## config.mk

```make
export PLATFORM = sky130hd
export DESIGN_NAME = strength_adder
export DESIGN_NICKNAME = d
export VERILOG_FILES = /design/src/rtl/strength_adder.sv
export SDC_FILE = /design/constraint.sdc
export NUM_CORES = 1
export LEC_CHECK = 0
export CORE_MARGIN = 4
export CORE_UTILIZATION = 47
export CTS_CLUSTER_SIZE = 40
export DETAILED_ROUTE_END_ITERATION = 6
export GPL_TIMING_DRIVEN = 0
export PLACE_DENSITY = 0.81
export SYNTH_ARGS = -nofsm -noshare
export SYNTH_HDL_FRONTEND = slang
export SYNTH_SLANG_ARGS = --single-unit
```

## constraint.sdc

```tcl
create_clock -name clk -period 2.34 [get_ports clk]
set_clock_uncertainty 0.2 [all_clocks]
set_input_delay 0.234 -clock clk [delete_from_list [all_inputs] [get_ports clk]]
set_output_delay 0.234 -clock clk [all_outputs]
set_load 0.01 [all_outputs]
```

## src/rtl/strength_adder.sv

```systemverilog
// Three independent saturating RGB strength accumulators. Each enabled channel
// adds the same unsigned sample per clock; outputs come straight from registers.
module strength_adder #(
  parameter int IN_W  = 8,
  parameter int ACC_W = 22
) (
  input  logic [IN_W-1:0]  strength_input,
  input  logic             Radd_en,
  input  logic             Gadd_en,
  input  logic             Badd_en,
  input  logic             clk,
  input  logic             reset,
  output logic [ACC_W-1:0] Rstrength,
  output logic [ACC_W-1:0] Gstrength,
  output logic [ACC_W-1:0] Bstrength
);

  // One guard bit catches the carry out; any carry means the true sum is
  // beyond the accumulator range, so the result pins at all-ones.
  function automatic logic [ACC_W-1:0] sat_add(input logic [ACC_W-1:0] acc,
                                               input logic [IN_W-1:0]  smp);
    logic [ACC_W:0] sum;
    sum = {1'b0, acc} + {{(ACC_W+1-IN_W){1'b0}}, smp};
    return sum[ACC_W] ? {ACC_W{1'b1}} : sum[ACC_W-1:0];
  endfunction

  logic [ACC_W-1:0] r_acc_q, r_acc_d;
  logic [ACC_W-1:0] g_acc_q, g_acc_d;
  logic [ACC_W-1:0] b_acc_q, b_acc_d;

  always_comb begin
    r_acc_d = r_acc_q;
    g_acc_d = g_acc_q;
    b_acc_d = b_acc_q;
    if (Radd_en) r_acc_d = sat_add(r_acc_q, strength_input);
    if (Gadd_en) g_acc_d = sat_add(g_acc_q, strength_input);
    if (Badd_en) b_acc_d = sat_add(b_acc_q, strength_input);
  end

  always_ff @(posedge clk or negedge reset) begin
    if (!reset) begin
      r_acc_q <= '0;
      g_acc_q <= '0;
      b_acc_q <= '0;
    end else begin
      r_acc_q <= r_acc_d;
      g_acc_q <= g_acc_d;
      b_acc_q <= b_acc_d;
    end
  end

  assign Rstrength = r_acc_q;
  assign Gstrength = g_acc_q;
  assign Bstrength = b_acc_q;

endmodule

```

Yosys cells after proc, flatten, opt, wreduce, memory -nomap -nowiden
Cells that the tools add are included. W data, S select, Z words.

Register bits after elaboration: 66. Output and inout bits: 66. Word-level logic and storage cells: 9.

Add/sub/neg operators: 3. Mux-type cells: 3.

Operator list (number): $add A22 B8 Y23 (3); $mux W22 (3).

Logic depth before layout (Yosys ltp)
Gate-level depths: netlist of the first run.

Depth after elaboration: 2. Depth in mapped cells: 8. Gate-level depth less buffers: 7.

Worst setup path before layout of the first run
No wires, ideal clock.

Path type: register to register. Start point: reg b_acc_q[0], in the netlist Bstrength[0]. End point: reg b_acc_q[20], in the netlist Bstrength[20]. Library setup time: 0.125 ns. Arrival time: 2.308 ns. Data required time: 2.015 ns. Slack: -0.292 ns. Stages on the path, launching flop included: 8. Path buffers: 0. Path through: dfrtp_1 ha_1 fa_1 a211o_1 a21oi_2 a211oi_2 and3_1 mux2_2.

Word-level cells in the longest chain between the ends: 2.

RTL lines: start: declaration (RTL line 29) `logic [ACC_W-1:0] b_acc_q, b_acc_d;`; start signal: assignment (RTL line 44) `b_acc_q <= '0;`; start signal: assignment (RTL line 48) `b_acc_q <= b_acc_d;`; $add A22 B8 Y23 (RTL line 23) `sum = {1'b0, acc} + {{(ACC_W+1-IN_W){1'b0}}, smp};`; $mux W22 (RTL line 24) `return sum[ACC_W] ? {ACC_W{1'b1}} : sum[ACC_W-1:0];`.

Every way passes these cells. A chain may end at the register's enable or synchronous reset.

Final worst setup path of the first run
Start point: in strength_input[2]. End point: reg b_acc_q[20], in the netlist Bstrength[20].

Word-level cells in the longest chain between the ends: 2.

RTL lines: start: declaration (RTL line 7) `input logic [IN_W-1:0] strength_input,`; $add A22 B8 Y23 (RTL line 23); $mux W22 (RTL line 24).

Every way passes these cells.

==> results.yml, run 1 <==
logic_synthesis:
  yosysSeqAreaShare_pct: 40.50
  ys_async_sr_fraction_pct: 100.0
  synth_edf_count: 0
  netlist_area_um2: 4078
  synthCells: 434
  avgSynthCellArea_um2: 9.396
  ys_ff_latch: 66
  synth_cell_types: 57
  synth_fp_nets: 474
  yosys_warnings: 0
  synth-main-ff-cell: "dfrtp_1"
clocking:
  numCtsBuffers: 9
  root_buffer: "clkbuf_8"
  cts_num_sinks: 66
  insertion_delay_ps: 340
  clock_path_buffers: 2
  cts_tree: "yes"
  h-tree-depth: 3
  clk_pin_slew_ps: 70
setup_path:
  reg2reg_depth: 7
  cp_num_cells: 8
  crit_family: "buffers and inverters"
  critPathRequiredTime_ps: 2370
  critPathMaxStageDelay_ps: 510
  path_class: "in2reg"
  r2r_start: "Bstrength[2]$_DFFE_PN0P_"
  critPathSlowestCell: "clkdlybuf4s50_1"
  reg2reg_slack_ps: -130
  crit_end: "Bstrength[20]$_DFFE_PN0P_"
  cp.buffers_inverters: 2
  end_kind: "flip-flop"
  startpoint_type: "input port"
  crit_path_start: "strength_input[2]"
  timing.rr.end: "Bstrength[20]$_DFFE_PN0P_"
  arrival_ps: 2540
  critPathMaxFanout: 6
  crit_chain: "clkdlybuf4s50_1 > ha_1 > a211o_1 > a21oi_4 > buf_12 > a211oi_4 > and3_1 > mux2_2"
pwr:
  irDropWorstVdd_v: 0.0004288
  power_switching_mw: 2.821
  internal-power_mw: 3.950
  powerDensity_nw_per_um2: 1179
  p_comb_share_pct: 56.6
  sw_frac_of_total_pct: 41.66
  clockPowerShare_pct: 15.8
  leakage_nw: 2.371
  p_seq_share_pct: 27.6
finish:
  n_antenna_cell: 0
  syn2layout_area_growth_pct: 40.87
  fin_nets: 585
  final_cells: 655
  drive_above_1_share_pct: 20.00
  nFillCells: 596
  fin_util_pct: 68.87
die:
  rows: 33
  die-width_um: 101.1
  io-pin-count: 79
  initial_utilization_pct: 48.89
  die_area_um2: 10230
  coreArea_um2: 8341
  die_h_um: 101.1
detailed_routing:
  wire_per_inst_um: 17.90
  totalWireLength_um: 11730
  first_pass_iters: 5
  vias_per_cell: 6.105
  vias: 3999
  ant_nets: 0
  drcViolationCount: 0
  dr.first_iter.drc_count: 246
global_route:
  grt_pass1_wl_um: 17970
  overflow: 0
  track_usage_pct: 21.67
  antenna_found_initial: 0
  grt_pass1_vias: 3820
  grt_max_degree: 67
placement:
  placed_cells: 616
  dp_hpwl_um: 7530
  gp_congestion: 0.8768
  port-buffer-count: 77
timing:
  final.period_utilization_pct: 107.4
  rsz0062_at_grt: "true"
  fin_crit_ps: 2514
  tns_ps: -421.7
  max_freq_mhz: 397.8
  hold_violations: 0
  setup_violations: 8
  report.final.slew_viol_count: 0
  postLayoutSetupSlackWorst_ps: -173.7
  worstMarginPinSlew_ps: 871.4
  slew_headroom_pct: 41.90
status:
  status: "complete, but fails checks"
  violations: "setup timing"
job:
  maxCapViolCount: 0
min_path:
  hold_path.class: "in2reg"
[state kept, by name (all words and copies together) (netlist names)]
name / cells
Bstrength: 22
Gstrength: 22
Rstrength: 22
[through the flow]
step	setup slack (ps)	hold slack [ps]	total power [mW]	cell area, um^2
after floorplan	-107.8	-261.6	3.723	4114
after global placement	-1383	315.9	4.761	5016
after detailed placement	-630.5	191.7	4.879	5014
after CTS	-103.3	49.24	6.239	5426
after global routing	-219.2	71.08	7.204	5744
final	-173.7	61.88	6.771	5744
[worst min path at each step]
stage / from / to / slack (ps) / cells after the start
2_1_floorplan: reset / Bstrength[0]$_DFFE_PN0P_ / -260 / 0
3_3_place_gp: Gstrength[18]$_DFFE_PN0P_ / Gstrength[18]$_DFFE_PN0P_ / 320 / 1
5_1_grt: Badd_en / Bstrength[7]$_DFFE_PN0P_ / 70 / 2
4_1_cts: Badd_en / Bstrength[6]$_DFFE_PN0P_ / 50 / 2
3_5_place_dp: reset / Rstrength[12]$_DFFE_PN0P_ / 190 / 1
6_report: Badd_en / Bstrength[6]$_DFFE_PN0P_ / 60 / 2
[per-layer routing]
| metal | vias to the layer above | part of all wire (%) | track usage, % |
|---|---|---|---|
| met5 | - | 0 | 0 |
| met4 | 0 | 1.8 | 7.464 |
| met3 | 21 | 5.7 | 4.132 |
| met2 | 139 | 50 | 35.56 |
| met1 | 1972 | 42 | 28.82 |
| li1 | 1867 | - | - |
[power groups by stage]
stage          Combinational [mW]  Clock [mW]  Sequential [mW]
2_1_floorplan                1.79           0             1.94
3_5_place_dp                 3.01           0             1.87
6_report                     3.83        1.07             1.87
5_1_grt                      4.15        1.13             1.92
3_3_place_gp                 2.91           0             1.85
4_1_cts                      3.30        1.09             1.85
[cells in the mapped netlist (all sizes together) (2+ instances only)]
| cell | number | area share, % |
|---|---|---|
| dfrtp | 66 | 41 |
| nor2 | 45 | 4.1 |
| a21oi | 44 | 5.6 |
| nand2 | 28 | 2.6 |
| ha | 24 | 7.4 |
| o21ai | 22 | 2.7 |
| a31oi | 18 | 2.8 |
| and3 | 18 | 2.8 |
| nand3 | 16 | 2.1 |
| nand4 | 14 | 2.1 |
| a211oi | 11 | 2.5 |
| inv | 11 | 1.0 |
| xnor2 | 11 | 2.4 |
| xor2 | 10 | 2.1 |
| nor3 | 9 | 1.2 |
| and4 | 7 | 1.5 |
| o211ai | 7 | 1.3 |
| a21o | 6 | 1.1 |
| mux2 | 6 | 1.7 |
| o22a | 5 | 1.1 |
| a41oi | 4 | 0.86 |
| clkbuf | 4 | 0.37 |
| nor4 | 4 | 0.77 |
| o21a | 4 | 0.74 |
| or3 | 4 | 0.61 |
| buf | 3 | 0.37 |
| fa | 3 | 1.5 |
| o21bai | 3 | 0.55 |
| or4 | 3 | 0.74 |
| a2111oi | 2 | 0.43 |
| a22o | 2 | 0.43 |
| mux2i | 2 | 0.49 |
| nor2b | 2 | 0.31 |
| o31ai | 2 | 0.37 |
| or2 | 2 | 0.31 |
[cell families after synthesis]
logic type	after synthesis	share of synthesized area (%)
simple gates	156	19.98
compound gates	138	22.28
flops	66	40.50
fa+ha+maj	27	8.837
xor+xnor	21	4.510
buf+inv	18	1.749
mux	8	2.148
[worst reg2reg max path, cell delays in order, from the launching register on]
cell      delay (ps)
dfrtp_1          410
ha_1             410
a211o_1          220
a21oi_4           70
buf_12           140
a211oi_4         370
and3_1           220
mux2_2           320
[cells in the final DEF (no fill, tap or decap), types with 3 or more instances in the layout]
cell             count
a211oi_1             4
a211oi_4             5
a21o_1               6
a21oi_1             37
a21oi_2              4
a21oi_4              3
a31oi_1             16
a41oi_1              4
and3_1              15
and3_2               3
and4_1               6
buf_4               21
clkbuf_1             4
clkbuf_8             9
clkdlybuf4s50_1     74
dfrtp_1             66
fa_2                 3
ha_1                16
ha_2                 3
ha_4                 5
inv_1               11
mux2_2               3
mux2_4               3
nand2_1             28
nand3_1             15
nand4_1             14
nor2_1              38
nor2_2               5
nor3_1               6
o211ai_1             7
o21a_1               4
o21ai_0             15
o21ai_1              5
o22a_1               3
or3_1                4
xnor2_1             11
xor2_1              10
[final cells by class]
class	count	area, um^2	share of cell area, %
Multi-Input combinational cell	350	2709	47.16
Sequential cell	66	1652	28.75
Timing Repair Buffer	101	968.4	16.86
Tap cell	105	131.4	2.287
Clock buffer	9	123.9	2.156
Clock inverter	7	93.84	1.634
Inverter	11	41.29	0.7188
Buffer	6	25.02	0.4356
[what timing repair did]
| item | CTS | global route |
|---|---|---|
| endpoints found under the hold margin | 66 | 0 |
| setup buffers | 14 | 9 |
| pin swaps | 11 | 18 |
| setup endpoints to repair | 42 | 63 |
| resized for setup | 17 | 53 |
| hold buffers | 1 | 0 |
Power figures use the tool's default switching activity.
==> inputs of run 2 (changes only) <==
- CORE_UTILIZATION: 47 -> 58
- DONT_BUFFER_PORTS: not set -> 1
- GPL_ROUTABILITY_DRIVEN: not set -> 0
- clock period: 2.34 -> 2.05 ns (I/O delays scaled with it)
==> results.yml, run 2 (synthesis gave the netlist of run 1 again) <==
detailed_routing:
  dr.first_iter.drc_count: 292
  vias: 3934
  wire_per_inst_um: 22.63
  totalWireLength_um: 13120
  vias_per_cell: 6.783
  first_pass_iters: 5
  drcViolationCount: 0
  ant_nets: 0
pwr:
  leakage_nw: 2.259
  total_power_mw: 7.987
  p_comb_share_pct: 51.7
  power_switching_mw: 3.520
  sw_frac_of_total_pct: 44.07
  clockPowerShare_pct: 17.8
  irDropWorstVdd_v: 0.0009932
  internal-power_mw: 4.467
  powerDensity_nw_per_um2: 1409
  p_seq_share_pct: 30.5
setup_path:
  reg2reg_slack_ps: -540
  end_kind: "flip-flop"
  critPathMaxFanout: 4
  timing.rr.end: "Bstrength[15]$_DFFE_PN0P_"
  critPathRequiredTime_ps: 2080
  startpoint_type: "flip-flop"
  r2r_start: "Bstrength[0]$_DFFE_PN0P_"
  arrival_ps: 2620
  path_class: "reg2reg"
  reg2reg_depth: 8
placement:
  port-buffer-count: 0
  placed_cells: 530
  dp_hpwl_um: 7171
  dp_slack_ps: -575.1
  dpl_cell_area_um2: 4407
finish:
  drive_above_1_share_pct: 38.84
  n_antenna_cell: 0
  final_cells: 580
  fin_area_um2: 5668
  multi_input_area_um2: 3194
  syn2layout_area_growth_pct: 39.00
  nFillCells: 334
  fin_nets: 519
  regArea_um2: 1664
  final_common_cell: "dfrtp_1"
  layout_common_cells: "56 x dfrtp_1, 31 x nor2_1, 23 x a21oi_1, 23 x nand2_1, 17 x a21oi_2"
job:
  maxCapViolCount: 0
timing:
  setup_violations: 66
  postLayoutSetupSlackWorst_ps: -542.3
  fin_crit_ps: 2592
  report.final.slew_viol_count: 0
  rsz0062_at_grt: "true"
  worstMarginPinSlew_ps: 843.0
  max_freq_mhz: 385.8
  final.period_utilization_pct: 126.5
  tns_ps: -19300
  slew_headroom_pct: 43.60
  hold_violations: 0
status:
  status: "complete, but fails checks"
  violations: "setup timing"
clocking:
  cts_tree: "yes"
  numCtsBuffers: 9
  clk_pin_slew_ps: 80
  cts_num_sinks: 66
  root_buffer: "clkbuf_8"
  insertion_delay_ps: 350
  h-tree-depth: 3
  clock_path_buffers: 2
die:
  die_area_um2: 8436
  die_h_um: 91.85
  rows: 30
  initial_utilization_pct: 60.02
  io-pin-count: 79
  coreArea_um2: 6794
  die-width_um: 91.85
global_route:
  antenna_found_initial: 0
  overflow: 0
  track_usage_pct: 29.40
  grt_max_degree: 67
  grt_pass1_wl_um: 19840
  grt_pass1_vias: 3879
min_path:
  hold_path.class: "in2reg"
  worst_hold_path.num_cells: 2
  hp-start: "strength_input[1]"
  whs_endpoint: "Rstrength[1]$_DFFE_PN0P_"
-- run 2: critical path, stage by stage (launching register included) --
cell       delay (ps)
dfrtp_2           450
ha_4              180
fa_2              350
a211o_1           330
a21oi_4           290
buf_4             170
a21oi_2            60
a2111oi_4         350
a21oi_1            70
-- run 2: worst max-delay path by stage --
stage	start	endpoint	slack (ps)	cells past startpoint
floorplan	Bstrength[0]$_DFFE_PN0P_	Bstrength[20]$_DFFE_PN0P_	-390	7
global placement	Bstrength[0]$_DFFE_PN0P_	Bstrength[6]$_DFFE_PN0P_	-510	7
detailed placement	Bstrength[0]$_DFFE_PN0P_	Bstrength[20]$_DFFE_PN0P_	-580	7
CTS	Bstrength[0]$_DFFE_PN0P_	Bstrength[20]$_DFFE_PN0P_	-420	7
global route	Bstrength[0]$_DFFE_PN0P_	Bstrength[15]$_DFFE_PN0P_	-620	8
finish	Bstrength[0]$_DFFE_PN0P_	Bstrength[15]$_DFFE_PN0P_	-540	8
-- run 2: area by class of cell --
| type | instances | share of cell area, % |
|---|---|---|
| clock buffer | 11 | 2.671 |
| multi-input combinational | 351 | 56.36 |
| clock inverter | 5 | 1.766 |
| sequential | 66 | 29.36 |
| timing repair buffer | 34 | 6.313 |
| inverter | 11 | 0.7285 |
| buffer | 6 | 0.6843 |
| tap | 96 | 2.119 |
-- run 2: per-layer routing --
layer	vias up	GRT usage [%]	share of wire (%)	wire (um)
met2	180	51.34	50	6617
met5	-	0	0	0
met3	45	5.742	7.0	914
met1	1962	35.16	39	5139
li1	1747	-	-	-
met4	0	12.75	3.4	451
-- run 2: power by group through the flow --
stage / combinational [mW] / sequential [mW] / clock, mW
6_report: 4.13 / 2.43 / 1.42
5_1_grt: 4.43 / 2.51 / 1.47
4_1_cts: 3.50 / 2.42 / 1.40
3_5_place_dp: 2.59 / 2.38 / 0
3_3_place_gp: 2.46 / 2.37 / 0
2_1_floorplan: 2.17 / 2.22 / 0
-- run 2: timing repair --
item | 4_1_cts | 5_1_grt
endpoints found under the hold margin | 73 | 0
gates resized for setup | 94 | 48
endpoints found under the setup margin | 66 | 66
pin swaps | 31 | 28
hold buffers | 6 | 0
gates cloned | 2 | 0
buffers inserted | 24 | 6
-- run 2: per-stage QoR --
step	hold slack, ps	util, %
2_1_floorplan	-290.6	-
3_3_place_gp	-288.1	64.86
3_5_place_dp	-288.0	64.86
4_1_cts	-25.04	79.76
5_1_grt	-5.699	83.43
6_report	2.740	83.43
==> inputs of run 3 (changes only) <==
- CORE_MARGIN: 4 -> 2
- REMOVE_ABC_BUFFERS: not set -> 1
==> results.yml, run 3 (synthesis gave the netlist of run 1 again) <==
status:
  status: "complete, but fails checks"
  violations: "hold timing, setup timing"
global_route:
  grt_pass1_vias: 3751
  grt_pass1_wl_um: 18370
  grt_max_degree: 67
  antenna_found_initial: 0
  track_usage_pct: 30.11
  overflow: 0
pwr:
  power_switching_mw: 3.358
  leakage_nw: 2.236
  p_comb_share_pct: 52.0
  internal-power_mw: 4.209
  p_seq_share_pct: 31.9
  irDropWorstVdd_v: 0.0009938
  powerDensity_nw_per_um2: 1368
  sw_frac_of_total_pct: 44.38
  clockPowerShare_pct: 16.1
detailed_routing:
  ant_nets: 0
  first_pass_iters: 5
  totalWireLength_um: 12800
  drcViolationCount: 0
  vias: 3946
  vias_per_cell: 6.803
  wire_per_inst_um: 22.07
  dr.first_iter.drc_count: 256
finish:
  final_common_cell: "dfrtp_1"
  fin_nets: 519
  syn2layout_area_growth_pct: 35.62
  n_antenna_cell: 0
  drive_above_1_share_pct: 36.36
  layout_common_cells: "61 x dfrtp_1, 34 x nor2_1, 23 x nand2_1"
  nFillCells: 361
timing:
  slew_headroom_pct: 46.18
  hold_violations: 1
  worstMarginPinSlew_ps: 804.6
  report.final.slew_viol_count: 0
  hold_slack_ps: -6.906
  tns_ps: -20940
  fin_crit_ps: 2569
  max_freq_mhz: 389.3
  setup_violations: 66
  final.period_utilization_pct: 125.3
  postLayoutSetupSlackWorst_ps: -518.7
  rsz0062_at_grt: "true"
clocking:
  clock_path_buffers: 2
  root_buffer: "clkbuf_8"
  h-tree-depth: 3
  numCtsBuffers: 9
  cts_tree: "yes"
  insertion_delay_ps: 350
  cts_num_sinks: 66
  clk_pin_slew_ps: 70
setup_path:
  critPathMaxFanout: 6
  critPathRequiredTime_ps: 2090
  arrival_ps: 2610
  startpoint_type: "flip-flop"
  end_kind: "flip-flop"
  path_class: "reg2reg"
  reg2reg_depth: 8
die:
  die-width_um: 87.85
  coreArea_um2: 6794
  die_h_um: 87.85
  rows: 30
  initial_utilization_pct: 60.02
  die_area_um2: 7717
  io-pin-count: 79
placement:
  dp_hpwl_um: 6736
  port-buffer-count: 0
min_path:
  worst_hold_path.num_cells: 3
  hold_path.class: "in2reg"
job:
  maxCapViolCount: 0
run 3: worst max-delay path, stage by stage, from the launching register on:
cell and delay, ps:
dfrtp_1 440, ha_2 220, fa_2 360, a211o_1 330
a21oi_4 210, buf_12 140, a211oi_4 80, and3_1 210
mux2_2 260
run 3: final timing paths:
| kind | from | slack (ps) | end |
|---|---|---|---|
| setup / recovery | Bstrength[0]$_DFFE_PN0P_ | -520 | Bstrength[20]$_DFFE_PN0P_ |
| hold / removal | strength_input[5] | -7 | Rstrength[5]$_DFFE_PN0P_ |
| setup reg to reg | Bstrength[0]$_DFFE_PN0P_ | -520 | Bstrength[20]$_DFFE_PN0P_ |
| hold reg to reg | Bstrength[7]$_DFFE_PN0P_ | 400 | Bstrength[7]$_DFFE_PN0P_ |
| max in group asynchronous | reset | 1130 | Rstrength[4]$_DFFE_PN0P_ |
| min in group asynchronous | reset | 170 | Rstrength[11]$_DFFE_PN0P_ |
run 3: layer usage:
metal | global-route usage, % | vias to the layer above | wire length, um
met1 | 38.00 | 1958 | 5047
met3 | 8.388 | 37 | 926
met2 | 48.83 | 190 | 6416
li1 | - | 1761 | -
met5 | 0 | - | 0
met4 | 12.45 | 0 | 409
run 3: per-stage QoR:
| step | worst slack [ps] | std cells | instance area (um^2) | power [mW] | utilization, % |
|---|---|---|---|---|---|
| after global routing | -598.3 | 580 | 5530 | 7.961 | 81.40 |
| final | -518.7 | 580 | 5530 | 7.567 | 81.40 |
| after CTS | -440.2 | 567 | 5070 | 6.772 | 74.62 |
| after detailed placement | -830.1 | 523 | 4168 | 4.727 | 61.34 |
| after global placement | -791.1 | 523 | 4168 | 4.609 | 61.34 |
| after floorplan | -582.2 | 427 | 4048 | 4.183 | - |
run 3: power groups by stage:
| stage | Clock, mW | Sequential [mW] | Combinational [mW] |
|---|---|---|---|
| after floorplan | 0 | 2.21 | 1.97 |
| after global placement | 0 | 2.35 | 2.26 |
| after detailed placement | 0 | 2.37 | 2.36 |
| after CTS | 1.22 | 2.38 | 3.17 |
| after global routing | 1.29 | 2.48 | 4.20 |
| final | 1.22 | 2.41 | 3.94 |
run 3: layout make-up:
class	instances	area, um^2	share of cell area, %
multi-input cells	351	3093	55.93
flip-flops and latches	66	1658	29.98
inverters	11	41.29	0.7466
clock inverters	2	60.06	1.086
repair buffers	40	405.4	7.330
well taps	96	120.1	2.172
clock buffers	14	152.6	2.760
run 3: timing repair:
item | 4_1_cts | 5_1_grt
resized for setup | 99 | 72
endpoints found under the setup margin | 66 | 66
hold buffers | 6 | 0
buffers inserted | 21 | 14
gates cloned | 1 | 0
endpoints found under the hold margin | 101 | 0
pin swaps | 49 | 26
